===== src/rtl/cpu_pkg.sv =====
// -----------------------------------------------------------------------------
// cpu_pkg
//   Shared definitions for the control unit and its program counter:
//     - state_e  : controller state encoding (also exported on state_out)
//     - opcode_e : instruction opcodes
//     - ALU_*    : ALU operation select codes
//     - field positions inside the 16-bit instruction word
//     - ctrl_t   : bundle of all registered control outputs
//     - exec_state / ctrl_for : decode helpers used by the FSM
// -----------------------------------------------------------------------------
package cpu_pkg;

  localparam int IR_W = 16;
  localparam int PC_W = 7;

  // Instruction field positions.
  localparam int OPC_HI   = 15;
  localparam int OPC_LO   = 12;
  localparam int F1_HI    = 11;  // Ra (ADD/SUB/STORE) or Rd (LOAD)
  localparam int F1_LO    = 8;
  localparam int F2_HI    = 7;   // Rb (ADD/SUB)
  localparam int F2_LO    = 4;
  localparam int F3_HI    = 3;   // Rd (ADD/SUB)
  localparam int F3_LO    = 0;
  localparam int DADDR_HI = 7;   // data memory address (LOAD/STORE)
  localparam int DADDR_LO = 0;

  // ALU operation select codes.
  localparam logic [2:0] ALU_PASS = 3'b000;
  localparam logic [2:0] ALU_ADD  = 3'b001;
  localparam logic [2:0] ALU_SUB  = 3'b010;

  typedef enum logic [3:0] {
    S_INIT   = 4'd0,
    S_FETCH  = 4'd1,
    S_DECODE = 4'd2,
    S_NOOP   = 4'd3,
    S_LOAD_A = 4'd4,
    S_LOAD_B = 4'd5,
    S_STORE  = 4'd6,
    S_ADD    = 4'd7,
    S_SUB    = 4'd8,
    S_HALT   = 4'd9
  } state_e;

  typedef enum logic [3:0] {
    OP_NOOP  = 4'b0000,
    OP_STORE = 4'b0001,
    OP_LOAD  = 4'b0010,
    OP_ADD   = 4'b0011,
    OP_SUB   = 4'b0100,
    OP_HALT  = 4'b0101
  } opcode_e;

  // All controller outputs, registered together so they always agree with
  // the state they belong to.
  typedef struct packed {
    logic [7:0] d_addr;
    logic       d_wr;
    logic       rf_s;
    logic [4:0] rf_w_addr;
    logic [4:0] rf_ra_addr;
    logic [4:0] rf_rb_addr;
    logic       rf_w_en;
    logic [2:0] alu_s0;
    logic       halted;
  } ctrl_t;

  // Execute state selected by the opcode of a latched instruction.
  // Unassigned opcodes fall through to NOOP.
  function automatic state_e exec_state(input logic [IR_W-1:0] ir);
    state_e s;
    case (ir[OPC_HI:OPC_LO])
      OP_NOOP:  s = S_NOOP;
      OP_STORE: s = S_STORE;
      OP_LOAD:  s = S_LOAD_A;
      OP_ADD:   s = S_ADD;
      OP_SUB:   s = S_SUB;
      OP_HALT:  s = S_HALT;
      default:  s = S_NOOP;
    endcase
    return s;
  endfunction

  // Output values for a given state and latched instruction. Register
  // fields are 4 bits in the instruction and zero-extended to 5-bit
  // register file addresses. Anything not driven by a state stays 0.
  function automatic ctrl_t ctrl_for(input state_e st, input logic [IR_W-1:0] ir);
    ctrl_t c;
    c = '0;
    case (st)
      S_LOAD_A: begin
        c.d_addr = ir[DADDR_HI:DADDR_LO];
        c.rf_s   = 1'b1;
      end
      S_LOAD_B: begin
        c.d_addr    = ir[DADDR_HI:DADDR_LO];
        c.rf_s      = 1'b1;
        c.rf_w_en   = 1'b1;
        c.rf_w_addr = {1'b0, ir[F1_HI:F1_LO]};
      end
      S_STORE: begin
        c.d_addr     = ir[DADDR_HI:DADDR_LO];
        c.rf_ra_addr = {1'b0, ir[F1_HI:F1_LO]};
        c.d_wr       = 1'b1;
      end
      S_ADD, S_SUB: begin
        c.rf_ra_addr = {1'b0, ir[F1_HI:F1_LO]};
        c.rf_rb_addr = {1'b0, ir[F2_HI:F2_LO]};
        c.rf_w_addr  = {1'b0, ir[F3_HI:F3_LO]};
        c.rf_s       = 1'b0;
        c.rf_w_en    = 1'b1;
        c.alu_s0     = (st == S_ADD) ? ALU_ADD : ALU_SUB;
      end
      S_HALT: begin
        c.halted = 1'b1;
        c.alu_s0 = ALU_PASS;
      end
      default: begin
        c.alu_s0 = ALU_PASS;
      end
    endcase
    return c;
  endfunction

endpackage


===== src/rtl/program_counter.sv =====
// -----------------------------------------------------------------------------
// program_counter
//   W-bit instruction address register. Wraps naturally from 2^W-1 to 0.
//   Ports:
//     clk   : clock, rising edge
//     rst_n : asynchronous active-low reset (pc -> 0)
//     clr   : synchronous clear (wins over inc)
//     inc   : increment by one at the next rising edge
//     pc    : current program counter value
// -----------------------------------------------------------------------------
module program_counter #(
  parameter int W = 7
) (
  input  logic         clk,
  input  logic         rst_n,
  input  logic         clr,
  input  logic         inc,
  output logic [W-1:0] pc
);

  always_ff @(posedge clk or negedge rst_n) begin
    if (!rst_n) begin
      pc <= '0;
    end else if (clr) begin
      pc <= '0;
    end else if (inc) begin
      pc <= pc + W'(1);
    end
  end

endmodule


===== src/rtl/control_unit.sv =====
// -----------------------------------------------------------------------------
// control_unit
//   Multi-cycle controller for a small 16-bit instruction set. Fetches an
//   instruction, decodes it, then drives register file / data memory / ALU
//   controls for one execute cycle (two for LOAD).
//   Ports:
//     clk, rst_n  : clock (rising edge) and async active-low reset
//     IR_data     : instruction word at PC_addr, sampled in FETCH
//     PC_addr     : instruction memory address (current PC)
//     D_addr      : data memory address
//     D_wr        : data memory write enable
//     RF_s        : register write-data select (1 = memory, 0 = ALU)
//     RF_W_addr   : register file write address
//     RF_Ra_addr  : register file read port A address
//     RF_Rb_addr  : register file read port B address
//     RF_W_en     : register file write enable
//     ALU_s0      : ALU op (000 pass A, 001 add, 010 subtract)
//     Halted      : high while in HALT
//     state_out   : current state encoding (debug)
//
//   All control outputs are registered together with the state: at each
//   edge the FSM picks its next state and loads the outputs that belong to
//   that state, so nothing reaches the outputs combinationally from IR_data.
// -----------------------------------------------------------------------------
module control_unit
  import cpu_pkg::*;
(
  input  logic            clk,
  input  logic            rst_n,
  input  logic [IR_W-1:0] IR_data,
  output logic [PC_W-1:0] PC_addr,
  output logic [7:0]      D_addr,
  output logic            D_wr,
  output logic            RF_s,
  output logic [4:0]      RF_W_addr,
  output logic [4:0]      RF_Ra_addr,
  output logic [4:0]      RF_Rb_addr,
  output logic            RF_W_en,
  output logic [2:0]      ALU_s0,
  output logic            Halted,
  output logic [3:0]      state_out
);

  state_e          state;
  logic [IR_W-1:0] ir;
  ctrl_t           ctrl;
  logic            pc_inc;
  logic            pc_clr;
  logic [PC_W-1:0] pc;

  // The PC advances on the same edge that latches IR in FETCH.
  assign pc_inc = (state == S_FETCH);
  assign pc_clr = (state == S_INIT);

  program_counter #(.W(PC_W)) u_pc (
    .clk   (clk),
    .rst_n (rst_n),
    .clr   (pc_clr),
    .inc   (pc_inc),
    .pc    (pc)
  );

  always_ff @(posedge clk or negedge rst_n) begin
    if (!rst_n) begin
      state <= S_INIT;
      ir    <= '0;
      ctrl  <= '0;
    end else begin
      case (state)
        S_INIT: begin
          state <= S_FETCH;
          ctrl  <= ctrl_for(S_FETCH, ir);
        end
        S_FETCH: begin
          ir    <= IR_data;
          state <= S_DECODE;
          ctrl  <= ctrl_for(S_DECODE, ir);
        end
        S_DECODE: begin
          // ir already holds the fetched word here, so the execute-state
          // outputs are built from the latched instruction.
          state <= exec_state(ir);
          ctrl  <= ctrl_for(exec_state(ir), ir);
        end
        S_LOAD_A: begin
          state <= S_LOAD_B;
          ctrl  <= ctrl_for(S_LOAD_B, ir);
        end
        S_NOOP, S_LOAD_B, S_STORE, S_ADD, S_SUB: begin
          state <= S_FETCH;
          ctrl  <= ctrl_for(S_FETCH, ir);
        end
        S_HALT: begin
          state <= S_HALT;
          ctrl  <= ctrl_for(S_HALT, ir);
        end
        default: begin
          state <= S_INIT;
          ctrl  <= '0;
        end
      endcase
    end
  end

  assign PC_addr    = pc;
  assign D_addr     = ctrl.d_addr;
  assign D_wr       = ctrl.d_wr;
  assign RF_s       = ctrl.rf_s;
  assign RF_W_addr  = ctrl.rf_w_addr;
  assign RF_Ra_addr = ctrl.rf_ra_addr;
  assign RF_Rb_addr = ctrl.rf_rb_addr;
  assign RF_W_en    = ctrl.rf_w_en;
  assign ALU_s0     = ctrl.alu_s0;
  assign Halted     = ctrl.halted;
  assign state_out  = state;

endmodule


===== config.mk =====
export PLATFORM = sky130hd
export DESIGN_NAME = control_unit
export DESIGN_NICKNAME = d
export VERILOG_FILES = /design/src/rtl/cpu_pkg.sv /design/src/rtl/program_counter.sv /design/src/rtl/control_unit.sv
export SDC_FILE = /design/constraint.sdc
export NUM_CORES = 1
export LEC_CHECK = 0
export CORE_ASPECT_RATIO = 0.9
export CORE_UTILIZATION = 35
export CTS_CLUSTER_SIZE = 20
export DETAILED_ROUTE_END_ITERATION = 7
export PLACE_DENSITY = 0.72
export REMOVE_ABC_BUFFERS = 1
export SYNTH_ARGS = -nofsm -noshare
export SYNTH_HDL_FRONTEND = slang
export SYNTH_SLANG_ARGS = --single-unit

===== constraint.sdc =====
create_clock -name clk -period 2.3 [get_ports clk]
set_clock_uncertainty 0.2 [all_clocks]
set_input_delay 0.575 -clock clk [delete_from_list [all_inputs] [get_ports clk]]
set_output_delay 0.575 -clock clk [all_outputs]
set_load 0.005 [all_outputs]

==> reports/summary.txt <==
ROUTING
-------------------------------------------------------------------------------------
Via count                                                                       1,484
Residual DRC count                                                                  0
Routed wire per std cell                                                      13.8 um
Iteration-0 DRC Markers                                                            69
Number of nets with antenna violations after detailed routing                       0
First-pass detailed-route iteration total                                           4
Vias per Instance                                                                4.93
Final wirelength                                                              4160 um

YOSYS
-------------------------------------------------------------------------------------
Share of flip-flops with an asynchronous set or reset                            100%
Number of warnings printed during yosys synthesis                                   0
Number of enable flip-flop cells after synthesis                                    0
Post-Synthesis Cells                                                              171
Netlist Area Pre-Place                                                       2180 um2
Average instance area after synthesis                                        12.7 um2
Top cell types by occurrence after synthesis                             53 x sky130_fd_sc_hd__dfrtp_1, 16 x sky130_fd_sc_hd__and2_1, 15 x sky130_fd_sc_hd__mux2_2
Post-synthesis sequential element count                                            53
Register area share after synthesis                                             60.8%
Top cell type's share of synthesized area                                       60.8%
Synth top area cells                                                     sky130_fd_sc_hd__dfrtp_1 61%, sky130_fd_sc_hd__mux2_2 7.7%, sky130_fd_sc_hd__and2_1 4.6%
Post-synthesis cell type count                                                     38
Top_reg_cell synth                                                       sky130_fd_sc_hd__dfrtp_1
Cell with the most instances after synthesis                             sky130_fd_sc_hd__dfrtp_1
Largest area contributor in the synthesized netlist                      sky130_fd_sc_hd__dfrtp_1

PWR
-------------------------------------------------------------------------------------
Sw power                                                                      1.06 mW
Switching share of power                                                        33.7%
Power density over the cells                                              1080 nW/um2
Maximum vdd ir drop                                                        0.000490 V
Internal Dissipation                                                          2.08 mW
Leakage                                                                       1.27 nW
Combinational fraction of design power                                          36.4%
Sequential power share                                                          46.3%
Clock power share                                                               17.3%

CLOCKING
-------------------------------------------------------------------------------------
Buffer depth of the longest clock path                                              2
Post-CTS Setup Repair Bufs                                                          0
Clock-pin slew of the registers on the worst-case setup and hold paths         100 ps
Cts hold-fix bufs                                                                   0
Cts repair resizes                                                                  0
Maximum level of the CTS H-tree                                                     2
Total CTS buffers                                                                   5
Number of sinks on the clock net                                                   53
CTS root buf                                                             sky130_fd_sc_hd__clkbuf_8
Skew-Pair Late Insertion Delay                                                 300 ps
TritonCTS clock tree                                                              yes

FLOORPLAN
-------------------------------------------------------------------------------------
Floorplan die area                                                           6550 um2
Row count                                                                          26
Chip width                                                                    85.2 um
Height of the die                                                             76.9 um
Core region area                                                             5860 um2
I/O pin count                                                                      59
Initial Util                                                                    37.2%

FINAL LAYOUT
-------------------------------------------------------------------------------------
Fillers                                                                           548
Area grow syn2layout                                                            33.6%
Number of nets in the final layout                                                249
Share of post-route cells with drive strength above 1                           17.7%
Antenna diode count                                                                 0

PLACED DESIGN
-------------------------------------------------------------------------------------
I/O Buffers                                                                        54
Routability congestion estimate                                                 0.794
Post-DP HPWL                                                                  2890 um

WORST SETUP PATH
-------------------------------------------------------------------------------------
Reg-to-reg endpoint                                                         D_addr[2]
Sort of element at the start of the critical path                           flip-flop
Crit-path max cell delay                                                       570 ps
Depth of the worst register-to-register path                                        3
Buffer and inverter count on the worst path                                         1
Critical path data required time                                              1520 ps
Critical Path Slowest Stage Cell                                         sky130_fd_sc_hd__clkdlybuf4s50_1
RR Startpoint                                                            state_out[1]
Worst setup path class                                                     reg -> out
Reg-to-reg slack, setup                                                        390 ps
Category of the worst setup path capture point                           primary output
Cell family with most CP delay                                           buffers and inverters
Critical-path cell list                                                  clkdlybuf4s50_1
Worst path arrival time                                                       1390 ps
Highest net fanout along the worst path                                            11

TIMING
-------------------------------------------------------------------------------------
Highest clock frequency the design can meet                                   462 MHz
Final hold vios                                                                     0
Setup Total Neg Slack                                                            0 ps
Max-slew violations                                                                 0
Final Cycle Share                                                               94.2%
Setup repair after global routing missed its margin                                no
Post-route worst hold slack                                                   46.2 ps
Worst slew pin tran                                                            498 ps
Post-route minimum period                                                     2170 ps
Count of final setup violators                                                      0
Relative slew slack                                                             66.6%

GRT
-------------------------------------------------------------------------------------
Wire length of the first global-routing pass                                  7090 um
Total global routing overflow                                                       0
Maximum number of pins on one net before global-route repair                       54
Number of global-route vias before repair                                       1,472
Number of antenna violations at the first check in global routing                   0
Total global routing track utilization                                          13.9%

WORST HOLD PATH
-------------------------------------------------------------------------------------
Tightest Hold Check Type                                                  in -> async

OUTCOME
-------------------------------------------------------------------------------------
Result of the run                                                        complete, no violations

JOB
-------------------------------------------------------------------------------------
Max-capacitance violation count                                                     0

## routing by layer
metal  vias up  global-route usage (%)  share of wire [%]
met4         0                    3.56               0.82
met2        34                    22.6                 49
met3         5                    3.23                3.9
li1        715                       -                  -
met5         -                       0                  0
met1       730                    18.6                 46
## worst register-to-register path: cells and delay by family, from the launching register on
kind | cells | cell delay [ps]
compound gates | 1 | 480
flops | 1 | 520
simple gates | 2 | 680
## logic make-up (layout without fill, tap and decap cells)
family,Yosys count,in the layout,synth area share [%]
adders and majority gates,1,1,0.574
xor gates and xnor gates,1,1,0.402
muxes,15,15,7.75
buffers and inverters,13,70,3.27
DFF,53,53,60.8
AOI/OAI and AO/OA,26,26,9.36
other,1,4,0.172
and+or+nand+nor,61,61,17.6
## final cells by class
class	instances	area, um2	area share, %
Timing Repair Buffer	61	601	20.6
Tap cell	70	87.6	3.01
Inverter	1	3.75	0.129
Clock buffer	5	68.8	2.36
Multi-Input combinational cell	108	800	27.5
Sequential cell	53	1330	45.6
Clock inverter	3	25.0	0.859
## power groups by stage
stage / Sequential (mW) / Combinational [mW] / Clock [mW]
3_5_place_dp: 1.48 / 1.17 / 0
2_1_floorplan: 1.43 / 0.688 / 0
3_3_place_gp: 1.46 / 1.14 / 0
4_1_cts: 1.46 / 1.17 / 0.555
5_1_grt: 1.51 / 1.27 / 0.592
6_report: 1.45 / 1.15 / 0.543
## flip-flops by register name, summed over array words and instances (netlist names)
signal / count
RF_W_addr: 4
Halted: 1
D_addr: 8
RF_W_en: 1
state_out: 4
D_wr: 1
RF_Ra_addr: 4
ir: 16
RF_s: 1
ALU_s0: 2
u_pc.pc: 7
RF_Rb_addr: 4
## layout by cell type, fill, tap and decap left out, types with 2 or more instances in the layout
cell	n
sky130_fd_sc_hd__mux2_2	15
sky130_fd_sc_hd__nor3_1	3
sky130_fd_sc_hd__dfrtp_1	53
sky130_fd_sc_hd__conb_1	4
sky130_fd_sc_hd__and3_1	4
sky130_fd_sc_hd__clkbuf_8	5
sky130_fd_sc_hd__o211ai_1	2
sky130_fd_sc_hd__a221o_1	2
sky130_fd_sc_hd__a31oi_1	2
sky130_fd_sc_hd__nor3b_1	2
sky130_fd_sc_hd__or3_1	2
sky130_fd_sc_hd__nand3b_1	2
sky130_fd_sc_hd__nor2_1	3
sky130_fd_sc_hd__nor4b_1	2
sky130_fd_sc_hd__buf_4	6
sky130_fd_sc_hd__nand2_1	9
sky130_fd_sc_hd__or2_2	3
sky130_fd_sc_hd__o21ai_0	5
sky130_fd_sc_hd__a21oi_1	5
sky130_fd_sc_hd__nand2b_1	5
sky130_fd_sc_hd__and2_1	16
sky130_fd_sc_hd__nand4b_1	2
sky130_fd_sc_hd__or3b_2	2
sky130_fd_sc_hd__clkdlybuf4s50_1	53
sky130_fd_sc_hd__a22o_1	5
## worst max path at each step
stage / depth (start not counted) / end / start
3_5_place_dp: 3 / D_addr[2] / state_out[1]
3_3_place_gp: 3 / D_addr[6] / state_out[1]
6_report: 1 / state_out[3] / state_out[3]
2_1_floorplan: 2 / ir[0] / state_out[0]
5_1_grt: 1 / state_out[3] / state_out[3]
4_1_cts: 1 / state_out[2] / state_out[2]
## through the flow
step | power, mW | cells | area [um2] | worst slack, ps | util (%)
after floorplan | 2.12 | 162 | 2120 | -1000 | -
after global placement | 2.60 | 293 | 2820 | 441 | 48.1
after detailed placement | 2.64 | 293 | 2820 | 351 | 48.1
after CTS | 3.18 | 301 | 2910 | 120 | 49.7
after global routing | 3.37 | 301 | 2910 | 63.0 | 49.7
final | 3.14 | 301 | 2910 | 133 | 49.7
(Power assumes the default switching activity.)
